**src/rtl/sync_change_sender_pkg.sv**
```systemverilog
// Shared types and sizing helpers for the change-driven FIFO write feeder.
package sync_change_sender_pkg;

  typedef enum logic {
    IDLE    = 1'b0,
    HOLDOFF = 1'b1
  } state_t;

  // Counter width able to hold values up to n-1, never narrower than one bit.
  function automatic int cnt_w(input int n);
    return (n <= 2) ? 1 : $clog2(n);
  endfunction

endpackage

```
**src/rtl/sync_refresh_timer.sv**
```systemverilog
// Idle-interval counter: ticks for one cycle after PERIOD enabled cycles since the last clear.
module sync_refresh_timer
  import sync_change_sender_pkg::*;
#(
  parameter int PERIOD = 100
) (
  input  logic clk,
  input  logic reset_n,
  input  logic en,
  input  logic clr,
  output logic tick
);

  localparam int W = cnt_w(PERIOD);
  localparam logic [W-1:0] LAST = W'(PERIOD - 1);

  logic [W-1:0] cnt;

  assign tick = en && (cnt == LAST);

  always_ff @(posedge clk or negedge reset_n) begin
    if (!reset_n) begin
      cnt <= '0;
    end else if (clr) begin
      cnt <= '0;
    end else if (en) begin
      cnt <= tick ? '0 : cnt + W'(1);
    end
  end

endmodule

```
**src/rtl/sync_change_sender.sv**
```systemverilog
// Mirrors a status word into a shallow CDC FIFO: writes on change, on request or on
// periodic refresh, spaced at least MIN_GAP cycles apart, keeping only the newest value.
module sync_change_sender
  import sync_change_sender_pkg::*;
#(
  parameter int WIDTH       = 32,
  parameter int MIN_GAP     = 8,
  parameter int REFRESH_CYC = 0
) (
  input  logic             clk,
  input  logic             reset_n,
  input  logic [WIDTH-1:0] data_in,
  input  logic             force_send,
  output logic             write_en,
  output logic [WIDTH-1:0] data_out,
  output logic             pending,
  output logic [7:0]       coalesced_cnt
);

  localparam int GW = cnt_w(MIN_GAP);
  // Loaded on the send edge; IDLE is re-entered MIN_GAP-1 edges later so the next
  // send lands exactly MIN_GAP edges after the previous one.
  localparam logic [GW-1:0] GAP_LOAD = GW'(MIN_GAP - 2);

  state_t           state;
  logic [GW-1:0]    gap_cnt;
  logic [WIDTH-1:0] pend_data;
  logic [WIDTH-1:0] last_sent;
  logic [WIDTH-1:0] ref_val;
  logic             capture;
  logic             send;
  logic             refresh_tick;

  assign ref_val = pending ? pend_data : last_sent;
  assign capture = (data_in != ref_val) || force_send;
  assign send    = (state == IDLE) && pending;

  generate
    if (REFRESH_CYC > 0) begin : g_refresh
      logic refresh_en;
      assign refresh_en = (state == IDLE) && !pending;

      sync_refresh_timer #(
        .PERIOD(REFRESH_CYC)
      ) u_refresh (
        .clk    (clk),
        .reset_n(reset_n),
        .en     (refresh_en),
        .clr    (write_en),
        .tick   (refresh_tick)
      );
    end else begin : g_no_refresh
      assign refresh_tick = 1'b0;
    end
  endgenerate

  always_ff @(posedge clk or negedge reset_n) begin
    if (!reset_n) begin
      state     <= IDLE;
      gap_cnt   <= '0;
      write_en  <= 1'b0;
      data_out  <= '0;
      last_sent <= '0;
    end else begin
      write_en <= send;
      if (send) begin
        data_out  <= pend_data;
        last_sent <= pend_data;
        state     <= HOLDOFF;
        gap_cnt   <= GAP_LOAD;
      end else if (state == HOLDOFF) begin
        if (gap_cnt == '0) begin
          state <= IDLE;
        end else begin
          gap_cnt <= gap_cnt - GW'(1);
        end
      end
    end
  end

  // A capture in the send cycle re-arms pending with the new word and is not a coalesce.
  always_ff @(posedge clk or negedge reset_n) begin
    if (!reset_n) begin
      pending       <= 1'b0;
      pend_data     <= '0;
      coalesced_cnt <= '0;
    end else if (capture) begin
      pending   <= 1'b1;
      pend_data <= data_in;
      if (pending && !send && (coalesced_cnt != 8'hFF)) begin
        coalesced_cnt <= coalesced_cnt + 8'd1;
      end
    end else if (send) begin
      pending <= 1'b0;
    end else if (refresh_tick) begin
      pending   <= 1'b1;
      pend_data <= last_sent;
    end
  end

endmodule

```
**config.mk**
```make
export PLATFORM = sky130hd
export DESIGN_NAME = sync_change_sender
export DESIGN_NICKNAME = d
export VERILOG_FILES = /design/src/rtl/sync_change_sender_pkg.sv /design/src/rtl/sync_refresh_timer.sv /design/src/rtl/sync_change_sender.sv
export SDC_FILE = /design/constraint.sdc
export NUM_CORES = 1
export LEC_CHECK = 0
export BUFFER_PORTS_ARGS = -buffer_cell sky130_fd_sc_hd__buf_2
export CORE_UTILIZATION = 49
export CTS_CLUSTER_DIAMETER = 50
export CTS_CLUSTER_SIZE = 14
export DETAILED_ROUTE_END_ITERATION = 10
export PLACE_DENSITY = 0.75
export SLEW_MARGIN = 20
export SYNTH_ARGS = -nofsm -noshare
export SYNTH_HDL_FRONTEND = slang
export SYNTH_SLANG_ARGS = --single-unit
```
**constraint.sdc**
```tcl
create_clock -name clk -period 2.14 [get_ports clk]
set_input_delay 0.214 -clock clk [delete_from_list [all_inputs] [get_ports clk]]
set_output_delay 0.214 -clock clk [all_outputs]
set_load 0.01 [all_outputs]
```
Yosys cells after proc, flatten, opt, wreduce, memory -nomap -nowiden:

Cells that the tools add are included.
Widths: inputs -> output; s select.

* register bits after elaboration: 78
* bits of input ports: 35
* output and inout bits: 42
* word-level logic and storage cells: 32

* add/sub/neg operators: 2
* eq/ne operators: 3
* muxes and demuxes: 9
* bitwise gates (word level): 1
* reduce and logical (&&, ||, !) cells: 10

Operators by type and width (number)
* $mux 32: 1
* $ne 32x32->1: 1
* $mux 3: 3
* $add 8x1->8 const B: 1
* $ne 8x8->1 const B: 1
* $mux 1: 5
* $reduce_and 2->1: 2
* $reduce_bool 2->1: 2
* $logic_and 1x1->1: 3
* $logic_not 3->1: 1
* $sub 3x1->3 const B: 1
* $ne 2x2->1 const B: 1
* $logic_not 1->1: 1
* $logic_or 1x1->1: 1
* $not 1->1: 1

Longest topological paths before layout:

Gate-level depths: netlist of the first run.

* depth after elaboration: 6
* mapped depth: 11
* depth with buffers taken out: 7

Worst setup path before layout of the first run:

No wires, ideal clock.

* kind: register to register
* start point: reg pending
* end point: reg pend_data[26]
* setup time: 0.127 ns
* data arrival time: 2.249 ns
* data required time: 2.013 ns
* setup slack: -0.236 ns
* cell stages (with the launch flop): 11
* buffers on the path: 4
* period minus slack after synthesis: 2.376 ns
* cells stage by stage: dfrtp_1 -> buf_6 -> buf_4 -> mux2i_1 -> xnor2_1 -> nor4_1 -> nand3_1 -> nor3_2 -> buf_6 -> buf_6 -> mux2_1

* longest elaborated chain between the ends: 3

Ends and longest elaborated chain
* from (decl): line sync_change_sender.sv:16 `output logic pending,`
* from (signal assigned): line sync_change_sender.sv:84 `pending <= 1'b0;`
* from (signal assigned): line sync_change_sender.sv:88 `pending <= 1'b1;`
* from (signal assigned): line sync_change_sender.sv:94 `pending <= 1'b0;`
* $mux 32: line sync_change_sender.sv:34 `assign ref_val = pending ? pend_data : last_sent;`
* $ne 32x32->1: line sync_change_sender.sv:35 `assign capture = (data_in != ref_val) || force_send;`
* $logic_or 1x1->1: line sync_change_sender.sv:35
* to (signal assigned): line sync_change_sender.sv:89 `pend_data <= data_in;`
* to (signal assigned): line sync_change_sender.sv:97 `pend_data <= last_sent;`
* to (decl): line sync_change_sender.sv:27 `logic [WIDTH-1:0] pend_data;`

Every way passes these cells.
A chain may end at the register's enable or synchronous reset.

Worst setup path in the final report of the first run:

* start point: reg pending
* end point: reg pend_data[17]

The elaborated chain is that of the path after synthesis.

==> results.toml, run 1 <==
[run_status]
status = "finished, violations left"
violations = "setup timing"

[pwr]
p_seq_share_pct = 55.5
power.leakage_nw = 2.29
power.internal_mw = 2.12
power_frac_comb_pct = 11.2
switching_share_pct = 25.8
peakVddDrop_mv = 0.358
power.density_nw_per_um2 = 596
p_sw_uw = 735
finalPower_mw = 2.85
pwr-share-clk_pct = 33.4

[cts]
cts_buffers = 9
cts_tree = "done"
clock_latency_ns = 0.35
clkTransAtPathRegs_ns = 0.08
clock-root-buffer = "clkbuf_8"
cts_sinks = 78
clock_path_buffers = 2
htreeDepth = 3

[placed_design]
hpwl_um = 5600
placed_area_um2 = 4420
io_buffers = 76
gp_congestion = 0.833

[logic_synthesis]
netlist_area_um2 = 3710
synth_edf_count = 0
syn_area_per_cell_um2 = 13.5
ys_async_sr_fraction_pct = 100
seq_area_frac_synth_pct = 52.5
synth-seq-cells = 78
yosysWarnings = 0
synth_cells = 276
netlist-cell-type-count = 26
synth_ff_type = "dfrtp_1"
syn-num-nets = 314

[drt]
wl_met2_um = 3880
wl_per_cell_um = 16.1
firstDrtPassIters = 4
vias = 2543
met3_length_um = 339
routed_wl_um = 7970
drc = 0
ant_nets = 0
routed_via_density = 5.15
dr.max_layer_used = "met4"
first_iter_violations = 69
drt-met1-wl_um = 3590

[final_layout]
area_delta_synth_final_pct = 28.7
final_nets = 428
diodes = 0
final_cell_mix = "dfrtp_1, buf_2, mux2_2"
final_core_util_pct = 65.6
final_common_cell = "dfrtp_1"
postLayoutCellArea_um2 = 4780
drive_gt1_share_pct = 52.7
fill_cells = 587

[global_routing]
antenna_found_initial = 0
track_usage_pct = 21.7
grt_max_degree = 38
grt_pass1_wl_um = 12700
grt_pass1_vias = 2596
grt-ovfl-total = 0

[die]
rows = 31
die_y_um = 89.1
io_pins = 77
die_x_um = 89.1
core-area_um2 = 7290
initial_core_util_pct = 50.9
die-area_um2 = 7930

[timing]
finalHoldViolations = 0
fin_setup_tns_ns = -17.65
timing.slew.headroom_pct = 67.8
fin_crit_sh_pct = 122
tightest_slew_ns = 0.483
fmax_ghz = 0.385
clock_skew_ns = 0.0105
rsz0062_at_grt = "true"
hold_slack_ns = 0.109
fin_ws_ns = -0.460
period_minus_slack_ns = 2.60
drv_slew = 0
setup_violations = 41

[critical_path]
slowest_delay_ns = 0.44
critPathKind = "reg -> reg"
arrival_ns = 2.83
cp_slowest_cell = "dfrtp_2"
path_buf_inv = 5
start_kind = "register"
crit_path_end_kind = "register"
crit_fanout = 6
worstPathCellList = "buf_12 > buf_12 > mux2i_2 > xnor2_1 > nor4_2 > buf_4 > nand4_1 > nor3_4 > buf_6 > buf_6 > mux2_2"
cp.required_ns = 2.37
cp_top_family = "buffers and inverters"

[flow_run]
max_cap_violations = 0

[min_path]
hp-class = "in -> reg"
-- through the flow --
stage                     setup slack (ns)  cells
final                               -0.460    494
after global routing                -0.568    494
after CTS                           -0.422    494
after detailed placement            -0.518    470
after global placement              -0.388    470
after floorplan                     -0.203    276
-- repair_timing --
action                                  CTS  global route
hold buffers                              1             0
resized for setup                        25             7
hold endpoints to repair                 34             0
buffers inserted                          6             0
endpoints found under the setup margin   41            41
pin swaps                                 0             4
cloned                                    1             0
-- layout make-up --
class | instances | area, um^2 | area share, %
sequential | 78 | 1950 | 40.8
tap | 99 | 124 | 2.59
multi-input combinational | 183 | 1770 | 37.1
timing repair buffer | 115 | 754 | 15.8
clock inverter | 7 | 41.3 | 0.863
clock buffer | 9 | 124 | 2.59
inverter | 3 | 11.3 | 0.235
-- per-layer routing --
metal	track usage, %	up-vias
met5	0	-
met4	10.1	0
met3	3.32	12
met2	35.5	64
met1	28.8	1269
li1	-	1198
-- synth_stat cells (all sizes together), types with 3 or more instances --
cell | count | area (um^2)
dfrtp | 78 | 1950
mux2 | 65 | 732
mux2i | 33 | 330
xnor2 | 28 | 245
xor2 | 11 | 96.3
buf | 8 | 72.6
nand2 | 8 | 30.0
nor2 | 8 | 30.0
nor3 | 6 | 35.0
nor4 | 6 | 37.5
nand4 | 5 | 31.3
clkbuf | 4 | 15.0
ha | 3 | 37.5
inv | 3 | 11.3
nand3 | 3 | 15.0
-- worst reg2reg max path, delay by kind of cell (launching register included) --
family,cells,cell delay [ns]
muxes,2,0.53
buffers and inverters,5,0.74
and+or+nand+nor,3,0.67
DFF,1,0.44
xor gates and xnor gates,1,0.11
-- final timing paths --
path | slack, ns | from | end | cells past startpoint
min in group asynchronous | 0.36 | reset_n | last_sent[13] | 2
setup / recovery | -0.46 | pending | pend_data[17] | 11
hold / removal | 0.11 | data_in[29] | pend_data[29] | 2
hold reg to reg | 0.48 | coalesced_cnt[5] | coalesced_cnt[5] | 1
setup reg to reg | -0.46 | pending | pend_data[17] | 11
max in group asynchronous | 1.15 | reset_n | last_sent[1] | 3
-- kinds of logic (layout without fill, tap and decap cells) --
group,count (synthesis),after routing,synth area share (%)
multiplexers,98,98,28.6
adder cells (fa/ha/maj),3,3,1.01
AND/OR/NAND/NOR,40,40,5.49
XOR/XNOR,39,39,9.20
flip-flops,78,78,52.5
AO/OA/AOI/OAI,3,3,0.505
buffers and inverters,15,134,2.66
-- power by group through the flow --
stage	Combinational (mW)	Sequential (mW)	Clock (mW)
6_report	0.318	1.58	0.951
5_1_grt	0.349	1.59	1.03
4_1_cts	0.316	1.58	0.976
3_5_place_dp	0.305	1.61	0
3_3_place_gp	0.297	1.60	0
2_1_floorplan	0.131	1.61	0
-- state kept, by name (all words and copies together) (netlist names) --
register and flops:
write_en 1, gap_cnt 3, coalesced_cnt 8, state 1, pend_data 32, last_sent 32, pending 1
Power figures use the tool's default switching activity.
==> run 2: changes to the inputs <==
Clock period 2.14 ns to 2.2 ns, I/O delays scaled along.
==> results.toml, run 2 (synthesis gave the netlist of run 1 again) <==
[die]
die-area_um2 = 7930
io_pins = 77
rows = 31
core-area_um2 = 7290
initial_core_util_pct = 50.9
die_y_um = 89.1
die_x_um = 89.1

[timing]
fin_ws_ns = -0.411
drv_slew = 0
clock_skew_ns = 0.0128
timing.slew.headroom_pct = 41.0
fin_crit_sh_pct = 119
fmax_ghz = 0.383
tightest_slew_ns = 0.884
rsz0062_at_grt = "true"
finalHoldViolations = 26
setup_violations = 41
period_minus_slack_ns = 2.61
hold_slack_ns = -0.0233

[min_path]
hp-class = "in -> async"

[critical_path]
critPathKind = "reg -> reg"
crit_fanout = 5
cp.required_ns = 2.44
arrival_ns = 2.86
start_kind = "register"
rrSetupSlack_ns = -0.41
crit_path_end_kind = "register"

[flow_run]
max_cap_violations = 0

[pwr]
finalPower_mw = 3.15
peakVddDrop_mv = 0.365
power.leakage_nw = 2.32
power.density_nw_per_um2 = 650

[placed_design]
gp_congestion = 0.773
placed_area_um2 = 4410
io_buffers = 76
hpwl_um = 5260

[drt]
vias = 2544
routed_via_density = 5.20
routed_wl_um = 7780
firstDrtPassIters = 4
first_iter_violations = 102
drc = 0
wl_per_cell_um = 15.9
ant_nets = 0

[final_layout]
final_cell_mix = "dfrtp_1, buf_2, mux2_2"
area_delta_synth_final_pct = 30.4
final_core_util_pct = 66.5
fill_cells = 574
diodes = 0
largestRegisters = "last_sent x32, pend_data x32, coalesced_cnt x8"
final_nets = 423
postLayoutCellArea_um2 = 4850
final_common_cell = "dfrtp_1"
drive_gt1_share_pct = 52.1

[run_status]
violations = "hold timing, setup timing"
status = "finished, violations left"

[global_routing]
track_usage_pct = 21.2
grt_pass1_vias = 2576
grt-ovfl-total = 0
grt_pass1_wl_um = 12300
antenna_found_initial = 0
grt_max_degree = 72

[cts]
cts_buffers = 9
clock_latency_ns = 0.36
cts_tree = "done"
clkTransAtPathRegs_ns = 0.08
clock_path_buffers = 2
hold_buffers = 0
clock-root-buffer = "clkbuf_8"
cts_sinks = 78
htreeDepth = 3
run 2: final timing paths:
check,to,startpoint,depth (start not counted)
max,coalesced_cnt[1],pending,12
min,pend_data[13],reset_n,1
max reg2reg,coalesced_cnt[1],pending,12
min reg2reg,gap_cnt[0],gap_cnt[0],1
max in group asynchronous,last_sent[10],reset_n,2
min in group clk,pend_data[29],data_in[29],2
run 2: what timing repair did:
action	CTS	global route
gates resized for setup	19	9
setup endpoints to repair	41	41
pin swaps	0	2
buffers inserted	6	1
run 2: cell type report:
type	instances	area, um^2	area share, %
Clock buffer	14	193	3.98
Clock inverter	2	60.1	1.24
Inverter	3	11.3	0.232
Multi-Input combinational cell	183	1780	36.7
Sequential cell	78	1950	40.3
Tap cell	99	124	2.56
Timing Repair Buffer	110	727	15.0
run 2: routing by layer:
| metal | vias to the layer above | part of all wire [%] | wire [um] | track usage (%) |
|---|---|---|---|---|
| met5 | - | 0 | 0 | 0 |
| li1 | 1203 | - | - | - |
| met3 | 10 | 3.5 | 276 | 4.71 |
| met1 | 1277 | 46 | 3610 | 28.0 |
| met2 | 54 | 49 | 3790 | 34.8 |
| met4 | 0 | 1.3 | 105 | 7.50 |
run 2: per-stage QoR:
| stage | instances | setup WS [ns] | TNS [ns] |
|---|---|---|---|
| 6_report | 489 | -0.411 | -15.24 |
| 5_1_grt | 489 | -0.530 | -20.08 |
| 3_3_place_gp | 466 | -0.393 | -14.14 |
| 4_1_cts | 488 | -0.380 | -13.98 |
| 3_5_place_dp | 466 | -0.427 | -15.56 |
| 2_1_floorplan | 276 | -0.143 | -2.36 |
run 2: power by group:
part	leakage (nW)	total (mW)	internal, mW	switching (mW)
Combinational	1.32	0.297	0.156	0.141
Sequential	0.875	1.54	1.49	0.0434
Clock	0.129	1.31	0.795	0.520
Total	2.32	3.15	2.44	0.704
run 2: critical path, cell delays in order, from the launching register on:
cell     delay (ns)
dfrtp_2        0.46
buf_12         0.15
buf_12         0.12
buf_6          0.11
mux2i_4        0.18
xnor2_2        0.16
nor4_2         0.28
nand4_1        0.18
nor3_4         0.24
buf_6          0.14
buf_8          0.12
nor3_4         0.05
mux2_4         0.30
==> run 3: changes to the inputs <==
Settings changed: CELL_PAD_IN_SITES_DETAIL_PLACEMENT from default to 1, CELL_PAD_IN_SITES_GLOBAL_PLACEMENT from default to 1, CORE_UTILIZATION 49 to 40, PLACE_DENSITY 0.75 to default, PLACE_DENSITY_LB_ADDON from default to 0.1.
==> results.toml, run 3 (synthesis gave the netlist of run 1 again) <==
[timing]
finalHoldViolations = 0
rsz0062_at_grt = "true"
fmax_ghz = 0.403
clock_skew_ns = 0.0140
fin_setup_tns_ns = -10.01
fin_crit_sh_pct = 113
drv_slew = 0
fin_ws_ns = -0.280
setup_violations = 40
tightest_slew_ns = 0.576
period_minus_slack_ns = 2.48
timing.slew.headroom_pct = 61.6

[run_status]
violations = "setup timing"
status = "finished, violations left"

[global_routing]
grt-ovfl-total = 0
grt_pass1_wl_um = 13900
antenna_found_initial = 0
grt_pass1_vias = 2733
track_usage_pct = 18.5
grt_max_degree = 44

[cts]
clock-root-buffer = "clkbuf_8"
clock_latency_ns = 0.34
post_cts_buffers = 0
clkTransAtPathRegs_ns = 0.08
cts_tree = "done"
cts_buffers = 9
clock_path_buffers = 2
cts_sinks = 78
htreeDepth = 3

[critical_path]
arrival_ns = 2.70
crit_path_end_kind = "register"
crit_fanout = 12
regToRegStartpoint = "pending"
cp.required_ns = 2.42
rrSetupSlack_ns = -0.28
r2r-end = "coalesced_cnt[1]"
r2r_cells = 9
start_kind = "register"
critPathKind = "reg -> reg"

[pwr]
power.density_nw_per_um2 = 650
power.leakage_nw = 2.22
finalPower_mw = 3.01
peakVddDrop_mv = 0.322

[die]
die_x_um = 98.4
rows = 34
io_pins = 77
initial_core_util_pct = 42.0
core-area_um2 = 8850
die-area_um2 = 9680
die_y_um = 98.4

[final_layout]
largestRegisters = "last_sent x32, pend_data x32, coalesced_cnt x8"
final_core_util_pct = 52.4
drive_gt1_share_pct = 47.4
final_common_cell = "dfrtp_1"
fill_cells = 956
postLayoutCellArea_um2 = 4640
final_cell_mix = "dfrtp_1, buf_2, mux2_2"
final_nets = 411
diodes = 0
area_delta_synth_final_pct = 24.8

[drt]
ant_nets = 0
first_iter_violations = 22
routed_via_density = 5.06
firstDrtPassIters = 6
wl_per_cell_um = 16.6
drc = 0
vias = 2459
routed_wl_um = 8090

[placed_design]
hpwl_um = 5850
placed_area_um2 = 4360
dp_slack_ns = -0.379
gp_congestion = 0.726
io_buffers = 76

[min_path]
hp-class = "in -> reg"
hold_depth = 2
worstHoldEndpoint = "pend_data[26]"
worstHoldStart = "data_in[26]"

[flow_run]
max_cap_violations = 0
==> run 3: layer usage <==
metal	routed length [um]	vias to the layer above	global-route usage, %
met1	3890	1245	25.2
li1	-	1162	-
met5	0	-	0
met3	260	4	4.37
met4	41	0	4.13
met2	3900	48	30.2
==> run 3: area by class of cell <==
cell class	count	area (um^2)	area share, %
Timing Repair Buffer	98	603	13.0
Clock inverter	4	70.1	1.51
Tap cell	108	135	2.91
Multi-Input combinational cell	183	1720	37.1
Clock buffer	12	145	3.13
Sequential cell	78	1950	42.1
Inverter	3	11.3	0.243
==> run 3: worst max path at each step <==
stage,start,end,slack (ns)
after detailed placement,pending,coalesced_cnt[1],-0.38
final,pending,coalesced_cnt[1],-0.28
after global routing,pending,coalesced_cnt[5],-0.46
after floorplan,pending,pend_data[26],-0.14
after global placement,pending,coalesced_cnt[1],-0.35
after CTS,pending,coalesced_cnt[1],-0.32
==> run 3: through the flow <==
stage          hold WS, ns  cells
2_1_floorplan      -0.0756    276
3_3_place_gp         0.262    469
3_5_place_dp         0.261    469
4_1_cts              0.105    486
5_1_grt              0.118    486
6_report             0.126    486
==> run 3: repair_timing <==
action,in CTS,in global routing
pin swaps,0,0
endpoints found under the setup margin,41,41
hold buffers,1,0
hold endpoints to repair,42,0
gates resized for setup,10,1
==> run 3: critical path: stages (launching register included) <==
cell and delay [ns]:
dfrtp_2 0.44, buf_12 0.16, mux2i_1 0.22, xor2_1 0.19
nand4_1 0.11, or3_4 0.40, nor3_4 0.27, buf_6 0.21
nor3_1 0.10, mux2_2 0.27
==> run 3: power breakdown <==
group / total (mW) / switching, mW / leakage, nW / internal (mW)
Combinational: 0.288 / 0.140 / 1.23 / 0.148
Sequential: 1.54 / 0.0446 / 0.875 / 1.49
Clock: 1.19 / 0.520 / 0.110 / 0.669
